## src/rtl/cpu_pkg.sv

```systemverilog
// Shared CPU definitions: fetch state encoding, instruction width, the FIFO
// entry layout and the branch target formula used by fetch and execute.
package cpu_pkg;

   localparam int INSTR_W = 32;

   typedef enum logic [1:0] {
      FETCH = 2'd0,
      WAIT  = 2'd1,
      DROP  = 2'd2
   } fetch_state_e;

   typedef struct packed {
      logic [31:0]        pc;
      logic [INSTR_W-1:0] instr;
   } fetch_entry_t;

   // Target = branch PC + 8 + signed word offset, wrapping mod 2^32.
   function automatic logic [31:0] branch_target(input logic [31:0] br_pc,
                                                 input logic [23:0] br_offset);
      return br_pc + 32'd8 + {{6{br_offset[23]}}, br_offset, 2'b00};
   endfunction

endpackage

```

## src/rtl/fetch_fifo.sv

```systemverilog
// DEPTH-entry {pc, instr} FIFO with flush. The head entry drives the outputs
// straight from registered storage.
module fetch_fifo
   import cpu_pkg::*;
#(
   parameter int DEPTH = 2
) (
   input  logic                   clk,
   input  logic                   rst_n,
   input  logic                   push_i,
   input  logic [31:0]            push_pc_i,
   input  logic [INSTR_W-1:0]     push_instr_i,
   input  logic                   pop_i,
   input  logic                   flush_i,
   output logic [31:0]            head_pc_o,
   output logic [INSTR_W-1:0]     head_instr_o,
   output logic [$clog2(DEPTH):0] count_o,
   output logic                   full_o,
   output logic                   empty_o
);

   localparam int AW = $clog2(DEPTH);
   localparam int CW = AW + 1;

   fetch_entry_t  mem_q [DEPTH];
   logic [AW-1:0] wr_ptr_q;
   logic [AW-1:0] rd_ptr_q;
   logic [CW-1:0] count_q;
   logic          do_push;
   logic          do_pop;

   assign full_o       = (count_q == CW'(DEPTH));
   assign empty_o      = (count_q == '0);
   assign count_o      = count_q;
   assign head_pc_o    = mem_q[rd_ptr_q].pc;
   assign head_instr_o = mem_q[rd_ptr_q].instr;

   // A full FIFO may still accept a push when the head leaves in the same cycle.
   assign do_pop  = pop_i && !empty_o;
   assign do_push = push_i && (!full_o || do_pop);

   // Storage, pointers and occupancy; flush empties the FIFO and voids any pop.
   always_ff @(posedge clk or negedge rst_n) begin
      if (!rst_n) begin
         // NOTE: the storage is reset as well so the head outputs read zero out of reset.
         for (int i = 0; i < DEPTH; i++) begin
            mem_q[i] <= '0;
         end
         wr_ptr_q <= '0;
         rd_ptr_q <= '0;
         count_q  <= '0;
      end else if (flush_i) begin
         wr_ptr_q <= '0;
         rd_ptr_q <= '0;
         count_q  <= '0;
      end else begin
         // NOTE: non-blocking assignments so every register samples pre-edge values.
         if (do_push) begin
            mem_q[wr_ptr_q] <= '{pc: push_pc_i, instr: push_instr_i};
            wr_ptr_q        <= wr_ptr_q + AW'(1);
         end
         if (do_pop) begin
            rd_ptr_q <= rd_ptr_q + AW'(1);
         end
         count_q <= count_q + CW'(do_push) - CW'(do_pop);
      end
   end

endmodule

```

## src/rtl/fetch_unit.sv

```systemverilog
// Instruction fetch stage: keeps the PC, issues one outstanding fetch at a
// time to variable-latency memory, buffers returned words and handles redirects.
module fetch_unit
   import cpu_pkg::*;
#(
   parameter logic [31:0] RESET_PC = 32'h0000_0000,
   parameter int          DEPTH    = 2
) (
   input  logic               clk,
   input  logic               reset,
   output logic               imem_req,
   output logic [31:0]        imem_addr,
   input  logic               imem_rvalid,
   input  logic [INSTR_W-1:0] imem_rdata,
   input  logic               br_valid,
   input  logic [31:0]        br_pc,
   input  logic [23:0]        br_offset,
   output logic [INSTR_W-1:0] instruction,
   output logic [31:0]        instr_pc,
   output logic               instr_valid,
   input  logic               instr_ready
);

   localparam int CW = $clog2(DEPTH) + 1;

   fetch_state_e  state_q, state_d;
   logic [31:0]   pc_q, pc_d;
   logic [31:0]   pc_next;
   logic [31:0]   br_target;
   logic [CW-1:0] fifo_count;
   logic          fifo_full;
   logic          fifo_empty;
   logic          fifo_push;
   logic          fifo_pop;
   logic          room_after;

   assign br_target   = branch_target(br_pc, br_offset);
   assign pc_next     = pc_q + 32'd4;
   assign instr_valid = !fifo_empty;
   // The FIFO gives flush priority, so a pop during a branch is void.
   assign fifo_pop    = instr_valid && instr_ready;
   // Space left once this response is pushed: count + 1 - pop < DEPTH.
   // A response only arrives while count < DEPTH, so a pop always leaves room.
   assign room_after  = (fifo_count < CW'(DEPTH - 1)) || fifo_pop;

   // State and PC registers.
   always_ff @(posedge clk or negedge reset) begin
      if (!reset) begin
         state_q <= FETCH;
         pc_q    <= RESET_PC;
      end else begin
         state_q <= state_d;
         pc_q    <= pc_d;
      end
   end

   // Next state and next PC; a redirect overrides everything else.
   always_comb begin
      // NOTE: defaults first so no path through the process leaves a latch.
      state_d = state_q;
      pc_d    = pc_q;
      if (br_valid) begin
         pc_d = br_target;
         // An outstanding response still has to be swallowed unless it is arriving now.
         if (state_q != FETCH) begin
            state_d = imem_rvalid ? FETCH : DROP;
         end
      end else begin
         unique case (state_q)
            FETCH: if (!fifo_full) state_d = WAIT;
            WAIT: begin
               if (imem_rvalid) begin
                  pc_d = pc_next;
                  if (!room_after) state_d = FETCH;
               end
            end
            DROP:    if (imem_rvalid) state_d = FETCH;
            default: state_d = FETCH;
         endcase
      end
   end

   // Memory request and FIFO push; nothing is issued during reset or a redirect.
   always_comb begin
      imem_req  = 1'b0;
      imem_addr = '0;
      fifo_push = 1'b0;
      if (reset && !br_valid) begin
         unique case (state_q)
            FETCH: begin
               if (!fifo_full) begin
                  imem_req  = 1'b1;
                  imem_addr = pc_q;
               end
            end
            WAIT: begin
               if (imem_rvalid) begin
                  fifo_push = 1'b1;
                  if (room_after) begin
                     imem_req  = 1'b1;
                     imem_addr = pc_next;
                  end
               end
            end
            default: ;
         endcase
      end
   end

   fetch_fifo #(
      .DEPTH(DEPTH)
   ) u_fifo (
      .clk         (clk),
      .rst_n       (reset),
      .push_i      (fifo_push),
      .push_pc_i   (pc_q),
      .push_instr_i(imem_rdata),
      .pop_i       (fifo_pop),
      .flush_i     (br_valid),
      .head_pc_o   (instr_pc),
      .head_instr_o(instruction),
      .count_o     (fifo_count),
      .full_o      (fifo_full),
      .empty_o     (fifo_empty)
   );

endmodule

```

## config.mk

```make
export PLATFORM = sky130hd
export DESIGN_NAME = fetch_unit
export DESIGN_NICKNAME = d
export VERILOG_FILES = /design/src/rtl/cpu_pkg.sv /design/src/rtl/fetch_fifo.sv /design/src/rtl/fetch_unit.sv
export SDC_FILE = /design/constraint.sdc
export NUM_CORES = 1
export LEC_CHECK = 0
export CAP_MARGIN = 20
export CELL_PAD_IN_SITES_DETAIL_PLACEMENT = 1
export CELL_PAD_IN_SITES_GLOBAL_PLACEMENT = 2
export CORE_ASPECT_RATIO = 0.9
export CORE_MARGIN = 2
export CORE_UTILIZATION = 34
export CTS_BUF_LIST = sky130_fd_sc_hd__clkbuf_16
export DETAILED_ROUTE_END_ITERATION = 16
export PLACE_DENSITY = 0.83
export SETUP_SLACK_MARGIN = 0.1
export SLEW_MARGIN = 0
export SYNTH_ARGS = -nofsm -noshare
export SYNTH_HDL_FRONTEND = slang
export SYNTH_HIERARCHICAL = 1
export SYNTH_SLANG_ARGS = --single-unit
```

## constraint.sdc

```tcl
create_clock -name clk -period 3.2 [get_ports clk]
set_input_delay 0.8 -clock clk [delete_from_list [all_inputs] [get_ports clk]]
set_output_delay 0.8 -clock clk [all_outputs]
set_load 0.005 [all_outputs]
```

# Word level (Yosys, flattened, before mapping)

Index checks and enable logic that the tools add are counted.

Register bits after elaboration: 166
Input port bits: 93
Output and inout bits: 98
Word-level logic and storage cells: 86

Add/subtract/negate cells: 7
Order comparisons: 4
Eq/ne operators: 8
Mux-type cells: 35
Bitwise gates (word level): 3
Reductions and logical operators: 20

Operators with widths:

| cell                  | number |
|---|---|
| $mux 64               | 4 |
| $mux 32               | 7 |
| $bwmux 128            | 1 |
| $demux 64 s1          | 1 |
| $pmux 32 s2           | 1 |
| $add 32x3->32 const B | 1 |
| $add 32x32->32        | 1 |
| $add 32x4->32 const B | 1 |
| $mux 2                | 8 |
| $ne 3x3->1 const B    | 4 |
| $mux 1                | 11 |
| $reduce_bool 2->1     | 5 |
| $pmux 2 s3            | 1 |
| $logic_and 1x1->1     | 5 |
| $reduce_and 5->1      | 1 |
| $eq 2x2->1 const B    | 2 |
| $ge 2x2->1 const B    | 2 |
| $logic_not 2->1       | 2 |
| $lt 2x1->1 const B    | 2 |
| $not 1->2             | 2 |
| $reduce_and 2->1      | 2 |
| $logic_not 1->1       | 3 |
| $add 1x1->1 const B   | 2 |
| $add 2x1->2           | 1 |
| 6 further kinds       | 7 |

# Longest topological paths before layout

Gate-level depths: netlist of the first run.

Word-level depth: 9
Gate-level depth with buffers: 11

# Modules after synthesis

Netlist of the first run, hierarchy kept.

By module, submodules not included:

| module     | times used | cells an instance | area an instance (µm²) | seq. area each (µm²) |
|---|---|---|---|---|
| fetch_fifo | 1          | 365               | 5979.5                 | 3303.2 |
| fetch_unit | 1          | 646               | 4794.6                 | 850.8 |

# Worst setup path after synthesis of the first run

OpenSTA, ideal clock, no wires.

Kind: input to register
Start: input br_pc[3]
End: register pc_q[23]
Setup time: 0.123 ns
Data arrival time: 3.133 ns
Slack: -0.055 ns
Stages on the path: 11
Path through: inv_1 ha_1 inv_1 ha_1 fa_1 a211oi_1 o31a_1 a211oi_1 o21ai_0 or4b_2 o221a_2

Word-level cells in the longest chain between the ends: 3

Ends and longest elaborated chain:

| element                | RTL line         | source |
|---|---|---|
| start: declaration     | fetch_unit.sv:16 | `input logic [31:0] br_pc,` |
| $add 32x4->32          | cpu_pkg.sv:21    | `return br_pc + 32'd8 + {{6{br_offset[23]}}, br_offset, 2'b00};` |
| $add 32x32->32         | cpu_pkg.sv:21    |  |
| $mux 32                | fetch_unit.sv:62 | `if (br_valid) begin` |
| end signal: assignment | fetch_unit.sv:53 | `pc_q <= pc_d;` |
| end: declaration       | fetch_unit.sv:27 | `logic [31:0] pc_q, pc_d;` |

Every way passes these cells.
A chain may end at the register's enable or synchronous reset.

# Worst setup path after layout of the first run

Start: register pc_q[12]
End: output imem_addr[30]

Word-level cells in the longest chain between the ends: 5

Ends and longest elaborated chain:

| element          | RTL line         | source |
|---|---|---|
| $add 32x3->32    | fetch_unit.sv:38 | `assign pc_next = pc_q + 32'd4;` |
| $mux 32          | fetch_unit.sv:99 | `if (room_after) begin` |
| $mux 32          | fetch_unit.sv:97 | `if (imem_rvalid) begin` |
| $pmux 32 s2      | fetch_unit.sv:89 | `unique case (state_q)` |
| $mux 32          | fetch_unit.sv:88 | `if (reset && !br_valid) begin` |
| end: declaration | fetch_unit.sv:12 | `output logic [31:0] imem_addr,` |

Every way passes these cells.

==> tab_implementation.tex, run 1 <==
\begin{tabular}{lr}
\hline
Metric & Value \\
\hline
\multicolumn{2}{l}{\textbf{Routing}} \\
Violation count after the first detailed-route iteration & 305 \\
Detail-routed via count per cell & 5.27 \\
Routed Wire Length & 35.4 mm \\
DR DRC count & 0 \\
TritonRoute pass-1 iters & 4 \\
Residual antenna-violating net count after detailed routing & 0 \\
DR vias & 9504 \\
Avg WL per Cell & 19.6 um \\
\multicolumn{2}{l}{\textbf{Floorplan}} \\
Die extent in y & 173 um \\
Placeable core area & 31100 um2 \\
Number of standard-cell rows in the floorplan & 61 \\
Die footprint & 33100 um2 \\
Number of top-level design ports & 191 \\
Effective utilization at floorplan & 34.7\% \\
Die Wd & 192 um \\
\multicolumn{2}{l}{\textbf{Synth}} \\
Most used flip-flop cell after synthesis & dfrtp\_1 \\
Total nets after synthesis & 1165 \\
Portion of the post-synthesis area used by sequential elements & 38.6\% \\
Number of distinct standard cells referenced by the synthesized netlist & 71 \\
Share of async-settable or async-resettable flops after synthesis & 100\% \\
Number of warnings issued by yosys & 6 \\
Combined area of all synthesized cells & 10800 um2 \\
Post-Syn Instances & 1011 \\
Ranking of synthesized cells by area & dfrtp\_1 (39\%), mux2\_2 (14\%), mux2\_4 (8.4\%) \\
Post-synth EDFFs & 0 \\
Number of synthesized register bits & 166 \\
Avg Cell Area, Syn & 10.7 um2 \\
Yosys top cell area share & 38.6\% \\
Cell type with the highest aggregate area in the netlist & dfrtp\_1 \\
\multicolumn{2}{l}{\textbf{Place}} \\
Routability congestion estimate from global placement & 0.851 \\
Placed wire-length estimate after detailed placement & 24.6 mm \\
Number of port buffers & 190 \\
Inst Count DP & 1724 \\
\multicolumn{2}{l}{\textbf{Layout}} \\
Share of cells above drive strength 1 & 41.4\% \\
Post-route non-filler standard cell count & 1803 \\
Synthesis-to-layout area growth & 47.2\% \\
Net count of the finished layout & 1535 \\
N\_diodes & 0 \\
\multicolumn{2}{l}{\textbf{Timing}} \\
Tightest Pin Transition & 904 ps \\
Worst Clk Skew & 13.3 ps \\
Aggregate negative setup slack & -3540 ps \\
Number of slew-limit violations in the final report & 0 \\
Minimum clock period after layout & 3500 ps \\
Tightest slew margin relative to the limit & 39.7\% \\
\# setup viols final & 16 \\
Highest clock rate & 0.286 GHz \\
Count of endpoints failing hold in the final timing report & 0 \\
Final Worst Setup Slack & -300 ps \\
Period utilisation layout & 109\% \\
Hold slack & 481 ps \\
Setup repair after global routing missed its margin & yes \\
\multicolumn{2}{l}{\textbf{Setup path}} \\
Critical Path End Type & output port \\
Worst Path Class, Setup & flop to output port \\
Critical path arrival & 2700 ps \\
Critical path, cell by cell & nand4\_1, buf\_4, or4\_4, or2\_4, nor2\_4, buf\_6, buf\_6, nand3b\_1, a21oi\_2, buf\_4 \\
Startpoint type of the worst setup path & flop \\
Slowest cell on the critical path & or4\_4 \\
Slowest Stage Delay on Critical Path & 550 ps \\
Data required, critical path & 2400 ps \\
Largest fanout on the critical path & 3 \\
\multicolumn{2}{l}{\textbf{Worst hold path}} \\
Kind of path behind the tightest hold check & flop to flop \\
\multicolumn{2}{l}{\textbf{GRT}} \\
Total global routing track utilization & 20.7\% \\
Global-route wire length before repair & 54.6 mm \\
Initial antenna violation count & 0 \\
Total congestion overflow & 0 \\
Via count of the first global-routing pass & 10.1k \\
Largest net degree at the start of global routing & 167 \\
\multicolumn{2}{l}{\textbf{Clock tree}} \\
Clock net sink count & 166 \\
Number of hold buffers added after cts & 0 \\
H-Tree Depth & 4 \\
Clock tree from TritonCTS & built \\
Later-pin clock latency in the skew report & 430 ps \\
Clk root buf & clkbuf\_16 \\
Clock Pin Slew Worst Setup and Hold Paths & 70 ps \\
Num CTS Buffers & 17 \\
Deepest clock path buffer count & 2 \\
\multicolumn{2}{l}{\textbf{Power}} \\
Total leakage power & 6.99 nW \\
Highest ir drop seen on vdd & 394 uV \\
Total power density per cell area & 496 nW/um2 \\
\multicolumn{2}{l}{\textbf{Run}} \\
Count of max-cap constraint violations & 0 \\
\multicolumn{2}{l}{\textbf{Outcome}} \\
Result of the run & finished with violations \\
Failing checks & negative setup slack \\
\hline
\end{tabular}
==> worst max-delay path: cells and delay by family, from the launching register on <==
family | cells | cell delay [ps]
flops | 1 | 380
buf+inv | 4 | 540
simple gates | 5 | 1190
compound gates | 1 | 170
==> final cells by class <==
| class | count | area (um2) |
|---|---|---|
| fillers | 3357 | 15200 |
| multi-input cells | 771 | 6830 |
| flip-flops and latches | 166 | 4160 |
| repair buffers | 411 | 3750 |
| well taps | 409 | 512 |
| clock buffers | 17 | 425 |
| clock inverters | 15 | 134 |
| inverters | 14 | 52.6 |
==> cells by family after synthesis <==
kind of cell | synth area share [%]
and+or+nand+nor | 12.0
AOI/OAI and AO/OA | 12.2
muxes | 23.0
DFF | 38.6
buffers and inverters | 3.43
adders and majority gates | 7.15
xor gates and xnor gates | 3.66
==> power breakdown <==
group	switching [W]	internal [W]	total, W
sequential	0.000264	0.00248	0.00275
combinational	0.00138	0.00176	0.00314
clock	0.000947	0.00102	0.00197
==> through the flow <==
step / power, W / util [%] / worst slack (ps) / area [um2]
after floorplan: 0.00406 / - / 130 / 10800
final: 0.00786 / 51.1 / -300 / 15900
after CTS: 0.00779 / 49.7 / -333 / 15400
after global routing: 0.00830 / 51.1 / -403 / 15900
after detailed placement: 0.00567 / 46.2 / -699 / 14400
after global placement: 0.00557 / 46.2 / -690 / 14400
==> placed cells by master, fill, tap and decap left out, types with 8 or more instances in the layout <==
master           count
a21o_1              12
a21oi_1             45
a21oi_2             13
buf_12              14
buf_2               17
buf_4              183
buf_6               24
clkbuf_16           18
clkdlybuf4s50_1    151
dfrtp_1            161
ha_1                53
inv_1               14
mux2_2             130
mux2_4              60
nand2_1             58
nand3_1             17
nand4_1             11
nor2_1              69
nor2_4              10
nor3_1              16
o211ai_1             8
o21a_1               8
o21ai_0             32
o21ai_1             13
xnor2_1             29
xor2_1              15
==> cells in the mapped netlist (all sizes together), types with 13 or more instances <==
| master | instances |
|---|---|
| inv | 14 |
| a21oi | 60 |
| nor3 | 24 |
| nand3 | 20 |
| mux2 | 194 |
| nand2 | 58 |
| a211oi | 13 |
| ha | 60 |
| clkbuf | 38 |
| xnor2 | 30 |
| buf | 22 |
| nor2 | 86 |
| xor2 | 15 |
| o21ai | 53 |
| dfrtp | 166 |
==> flip-flops by register name, summed over array words and instances, names as in the netlist <==
signal and cells:
u_fifo/mem_q 128, pc_q 32, state_q 2, u_fifo/count_o 2
u_fifo/rd_ptr_q 1, u_fifo/wr_ptr_q 1
==> worst paths after layout <==
| kind | from | end | slack, ps | depth (start not counted) |
|---|---|---|---|---|
| max | pc_q[12]$_DFFE_PN0P_ | imem_addr[30] | -300 | 10 |
| min | u_fifo/mem_q[0]$_DFFE_PN0P_ | u_fifo/mem_q[0]$_DFFE_PN0P_ | 480 | 1 |
| max reg2reg | state_q[1]$_DFFE_PN0P_ | pc_q[22]$_DFFE_PN0P_ | 330 | 14 |
| min reg2reg | u_fifo/mem_q[0]$_DFFE_PN0P_ | u_fifo/mem_q[0]$_DFFE_PN0P_ | 480 | 1 |
| max in group asynchronous | reset | u_fifo/rd_ptr_q$_DFFE_PN0P_ | 1920 | 2 |
| min in group asynchronous | reset | u_fifo/mem_q[25]$_DFFE_PN0P_ | 560 | 2 |
==> metal layers <==
metal / vias up / global-route usage [%] / share of wire (%)
met4: 0 / 7.28 / 2.5
li1: 4440 / - / -
met5: - / 0 / 0
met3: 61 / 2.58 / 3.8
met1: 4749 / 27.2 / 45
met2: 254 / 34.9 / 48
==> repair_timing <==
item                                    4_1_cts  5_1_grt
pin swaps                                    54       46
endpoints found under the setup margin       44       50
setup buffers                                33       14
gates resized for setup                     179       96
gates cloned                                  1        1
Power figures use the tool's default switching activity.
==> run 2, diff against run 1 <==
CORE_UTILIZATION = 37   (was 34)
PLACE_DENSITY = 0.89   (was 0.83)
clock period = 4.4 ns   (was 3.2 ns; I/O delays follow)
==> run 2 against run 1 <==
The run now ends clean. Core utilization is 2.2 points lower. Routed wire length is 12% lower. Sequential share of layout area rose by 3.4 points. Global-route usage about the same. Critical path depth decreased by 1. First-iteration DRC count up 28%. Combinational power down 42%. Critical endpoint is now imem_addr[6]. Largest cell class unchanged. Largest power group is now registers.
==> tab_implementation.tex, run 2 (synthesized netlist as in run 1, its figures left out) <==
\begin{tabular}{lr}
\hline
Metric & Value \\
\hline
\multicolumn{2}{l}{\textbf{Outcome}} \\
Result of the run & finished, final reports clean \\
\multicolumn{2}{l}{\textbf{Clock tree}} \\
Number of hold buffers added after cts & 0 (unchanged) \\
Clock Pin Slew Worst Setup and Hold Paths & 60 ps (about the same) \\
Num CTS Buffers & 17 (unchanged) \\
Clock tree from TritonCTS & built \\
Clock net sink count & 166 (unchanged) \\
Clk root buf & clkbuf\_16 \\
Later-pin clock latency in the skew report & 430 ps (about the same) \\
H-Tree Depth & 4 (unchanged) \\
Deepest clock path buffer count & 2 (unchanged) \\
\multicolumn{2}{l}{\textbf{Floorplan}} \\
Effective utilization at floorplan & 37.4\% (+2.7 points) \\
Die footprint & 30500 um2 (-7.9\%) \\
Number of standard-cell rows in the floorplan & 59 (-3.3\%) \\
Number of top-level design ports & 191 (unchanged) \\
Die extent in y & 166 um (-4.0\%) \\
Die Wd & 184 um (-4.1\%) \\
Placeable core area & 28800 um2 (-7.3\%) \\
\multicolumn{2}{l}{\textbf{Routing}} \\
Detail-routed via count per cell & 5.49 (+4.1\%) \\
DR DRC count & 0 (unchanged) \\
Violation count after the first detailed-route iteration & 391 (+28\%) \\
DR vias & 8727 (-8.2\%) \\
TritonRoute pass-1 iters & 4 (unchanged) \\
Avg WL per Cell & 19.6 um (-0.34\%) \\
Residual antenna-violating net count after detailed routing & 0 (unchanged) \\
Routed Wire Length & 31.1 mm (-12\%) \\
\multicolumn{2}{l}{\textbf{Setup path}} \\
Buffer and inverter count on the worst path & 5 (+1) \\
Dominant delay contributor by cell family on the critical path & buffers and inverters \\
Start point of the critical path & imem\_rvalid \\
End of the worst register-to-register path & pc\_q[23]\$\_DFFE\_PN0P\_ \\
Critical path, cell by cell & clkdlybuf4s50\_1, buf\_4, nand3b\_1, nor2\_4, buf\_6, buf\_4, a22oi\_1, nor2\_1, clkdlybuf4s50\_1 \\
Slowest Stage Delay on Critical Path & 510 ps (-40 ps) \\
Worst Path Class, Setup & input port to output port \\
Worst Setup EP & imem\_addr[6] \\
Critical register-to-register path startpoint & state\_q[1]\$\_DFFE\_PN0P\_ \\
Critical path arrival & 3120 ps (+420 ps) \\
Startpoint type of the worst setup path & input port \\
Data required, critical path & 3300 ps (+900 ps) \\
Slowest cell on the critical path & clkdlybuf4s50\_1 \\
R2R cell count & 9 (-5) \\
Largest fanout on the critical path & 7 (+4) \\
Critical Path End Type & output port \\
Reg-to-reg slack, setup & 1780 ps (+1450 ps) \\
Levels on crit path & 9 (-1) \\
\multicolumn{2}{l}{\textbf{Timing}} \\
Period utilisation layout & 95.8\% \\
Tightest slew margin relative to the limit & 35.4\% (-4.3 points) \\
\# setup viols final & 0 (-16) \\
Number of slew-limit violations in the final report & 0 (unchanged) \\
Final Worst Setup Slack & 183 ps (+483 ps) \\
Aggregate negative setup slack & 0 ps (+3540 ps) \\
Count of endpoints failing hold in the final timing report & 0 (unchanged) \\
Setup repair after global routing missed its margin & no \\
Minimum clock period after layout & 4220 ps \\
Worst Clk Skew & 13.9 ps (+0.604 ps) \\
Highest clock rate & 0.237 GHz \\
Tightest Pin Transition & 968 ps (+64.3 ps) \\
\multicolumn{2}{l}{\textbf{Place}} \\
Inst Count DP & 1549 (-10\%) \\
Routability congestion estimate from global placement & 0.827 (-2.9\%) \\
Number of port buffers & 190 (unchanged) \\
Placed wire-length estimate after detailed placement & 22.7 mm (-7.7\%) \\
Pre-CTS worst setup slack & -125 ps (+574 ps) \\
\multicolumn{2}{l}{\textbf{Power}} \\
Total power density per cell area & 391 nW/um2 (-21\%) \\
Highest ir drop seen on vdd & 251 uV (-36\%) \\
Total leakage power & 6.28 nW (-10\%) \\
\multicolumn{2}{l}{\textbf{GRT}} \\
Via count of the first global-routing pass & 9225 (-8.4\%) \\
Initial antenna violation count & 0 (unchanged) \\
Global-route wire length before repair & 50.2 mm (-8.1\%) \\
Total global routing track utilization & 20.7\% (-0.039 points) \\
Total congestion overflow & 0 (unchanged) \\
Largest net degree at the start of global routing & 77 (-54\%) \\
\multicolumn{2}{l}{\textbf{Layout}} \\
Post-route non-filler standard cell count & 1590 (-12\%) \\
Share of cells above drive strength 1 & 25.4\% (-16 points) \\
Most common cell after layout, fill and taps aside & clkdlybuf4s50\_1 \\
Synthesis-to-layout area growth & 30.5\% \\
Core utilization of the finished layout & 48.8\% (-2.2 points) \\
Most frequent cells in the layout & clkdlybuf4s50\_1 (165), dfrtp\_1 (160), mux2\_2 (130) \\
Register containing the most flip-flops in the final layout & u\_fifo/mem\_q \\
Largest regs & u\_fifo/mem\_q (128), pc\_q (32) \\
Largest register FFs & 128 (unchanged) \\
Net count of the finished layout & 1366 (-11\%) \\
N\_diodes & 0 (unchanged) \\
\multicolumn{2}{l}{\textbf{Run}} \\
Count of max-cap constraint violations & 0 (unchanged) \\
\multicolumn{2}{l}{\textbf{Worst hold path}} \\
Kind of path behind the tightest hold check & flop to flop \\
\hline
\end{tabular}
-- run 2: changes by cell type in the layout (fill, tap and decap cells not counted), sizes merged, moves of 2 or more --
cell           before  now
clkinvlp            4    2
inv                22   17
clkdlybuf4s50     151  165
buf               243   54
clkbuf             23   17
clkdlybuf4s15       3    0
dlymetal6s2s        1   17
bufinv              0    5
-- run 2: how the worst min path moves through the flow --
stage	startpoint	to	slack [ps]	cells past startpoint
4_1_cts	reset	pc_q[0]$_DFFE_PN0P_	490	1
3_3_place_gp	u_fifo/mem_q[31]$_DFFE_PN0P_	u_fifo/mem_q[31]$_DFFE_PN0P_	460	1
3_5_place_dp	u_fifo/mem_q[31]$_DFFE_PN0P_	u_fifo/mem_q[31]$_DFFE_PN0P_	480	1
2_1_floorplan	u_fifo/mem_q[0]$_DFFE_PN0P_	u_fifo/mem_q[0]$_DFFE_PN0P_	450	1
5_1_grt	reset	pc_q[0]$_DFFE_PN0P_	500	1
6_report	u_fifo/mem_q[0]$_DFFE_PN0P_	u_fifo/mem_q[0]$_DFFE_PN0P_	490	1
-- run 2: layer usage --
| layer | global-route usage, % | share of wire (%) | up-vias |
|---|---|---|---|
| li1 | - | - | 4119 |
| met1 | 27.4 | 46 | 4354 |
| met2 | 34.5 | 48 | 224 |
| met3 | 3.88 | 4.7 | 30 |
| met4 | 5.53 | 1.5 | 0 |
| met5 | 0 | 0 | - |
-- run 2: area by class of cell --
cell class              instances  area (um2)
flip-flops and latches        166        4160
clock inverters                14         208
clock buffers                  17         425
fillers                      3116       14700
well taps                     366         458
multi-input cells             771        6350
repair buffers                242        2400
inverters                      14        52.6
-- run 2: power breakdown --
group          leakage (nW)  switching [W]  internal [W]  total, W
logic                  3.84       0.000780       0.00103   0.00181
clock network         0.306       0.000618       0.00100   0.00162
registers              2.14       0.000263       0.00181   0.00207
-- run 2: timing repair --
action                                  4_1_cts  5_1_grt
setup buffers                                 3        6
gates cloned                                  1        0
pin swaps                                     8        9
gates resized for setup                      20       33
endpoints found under the setup margin       27       26
-- run 2: through the flow --
stage / area [um2] / power, W / hold WS, ps
after detailed placement: 13200 / 0.00387 / 476
after global routing: 14100 / 0.00580 / 498
after global placement: 13200 / 0.00382 / 462
final: 14100 / 0.00550 / 488
after floorplan: 10800 / 0.00295 / 452
after CTS: 13900 / 0.00553 / 487
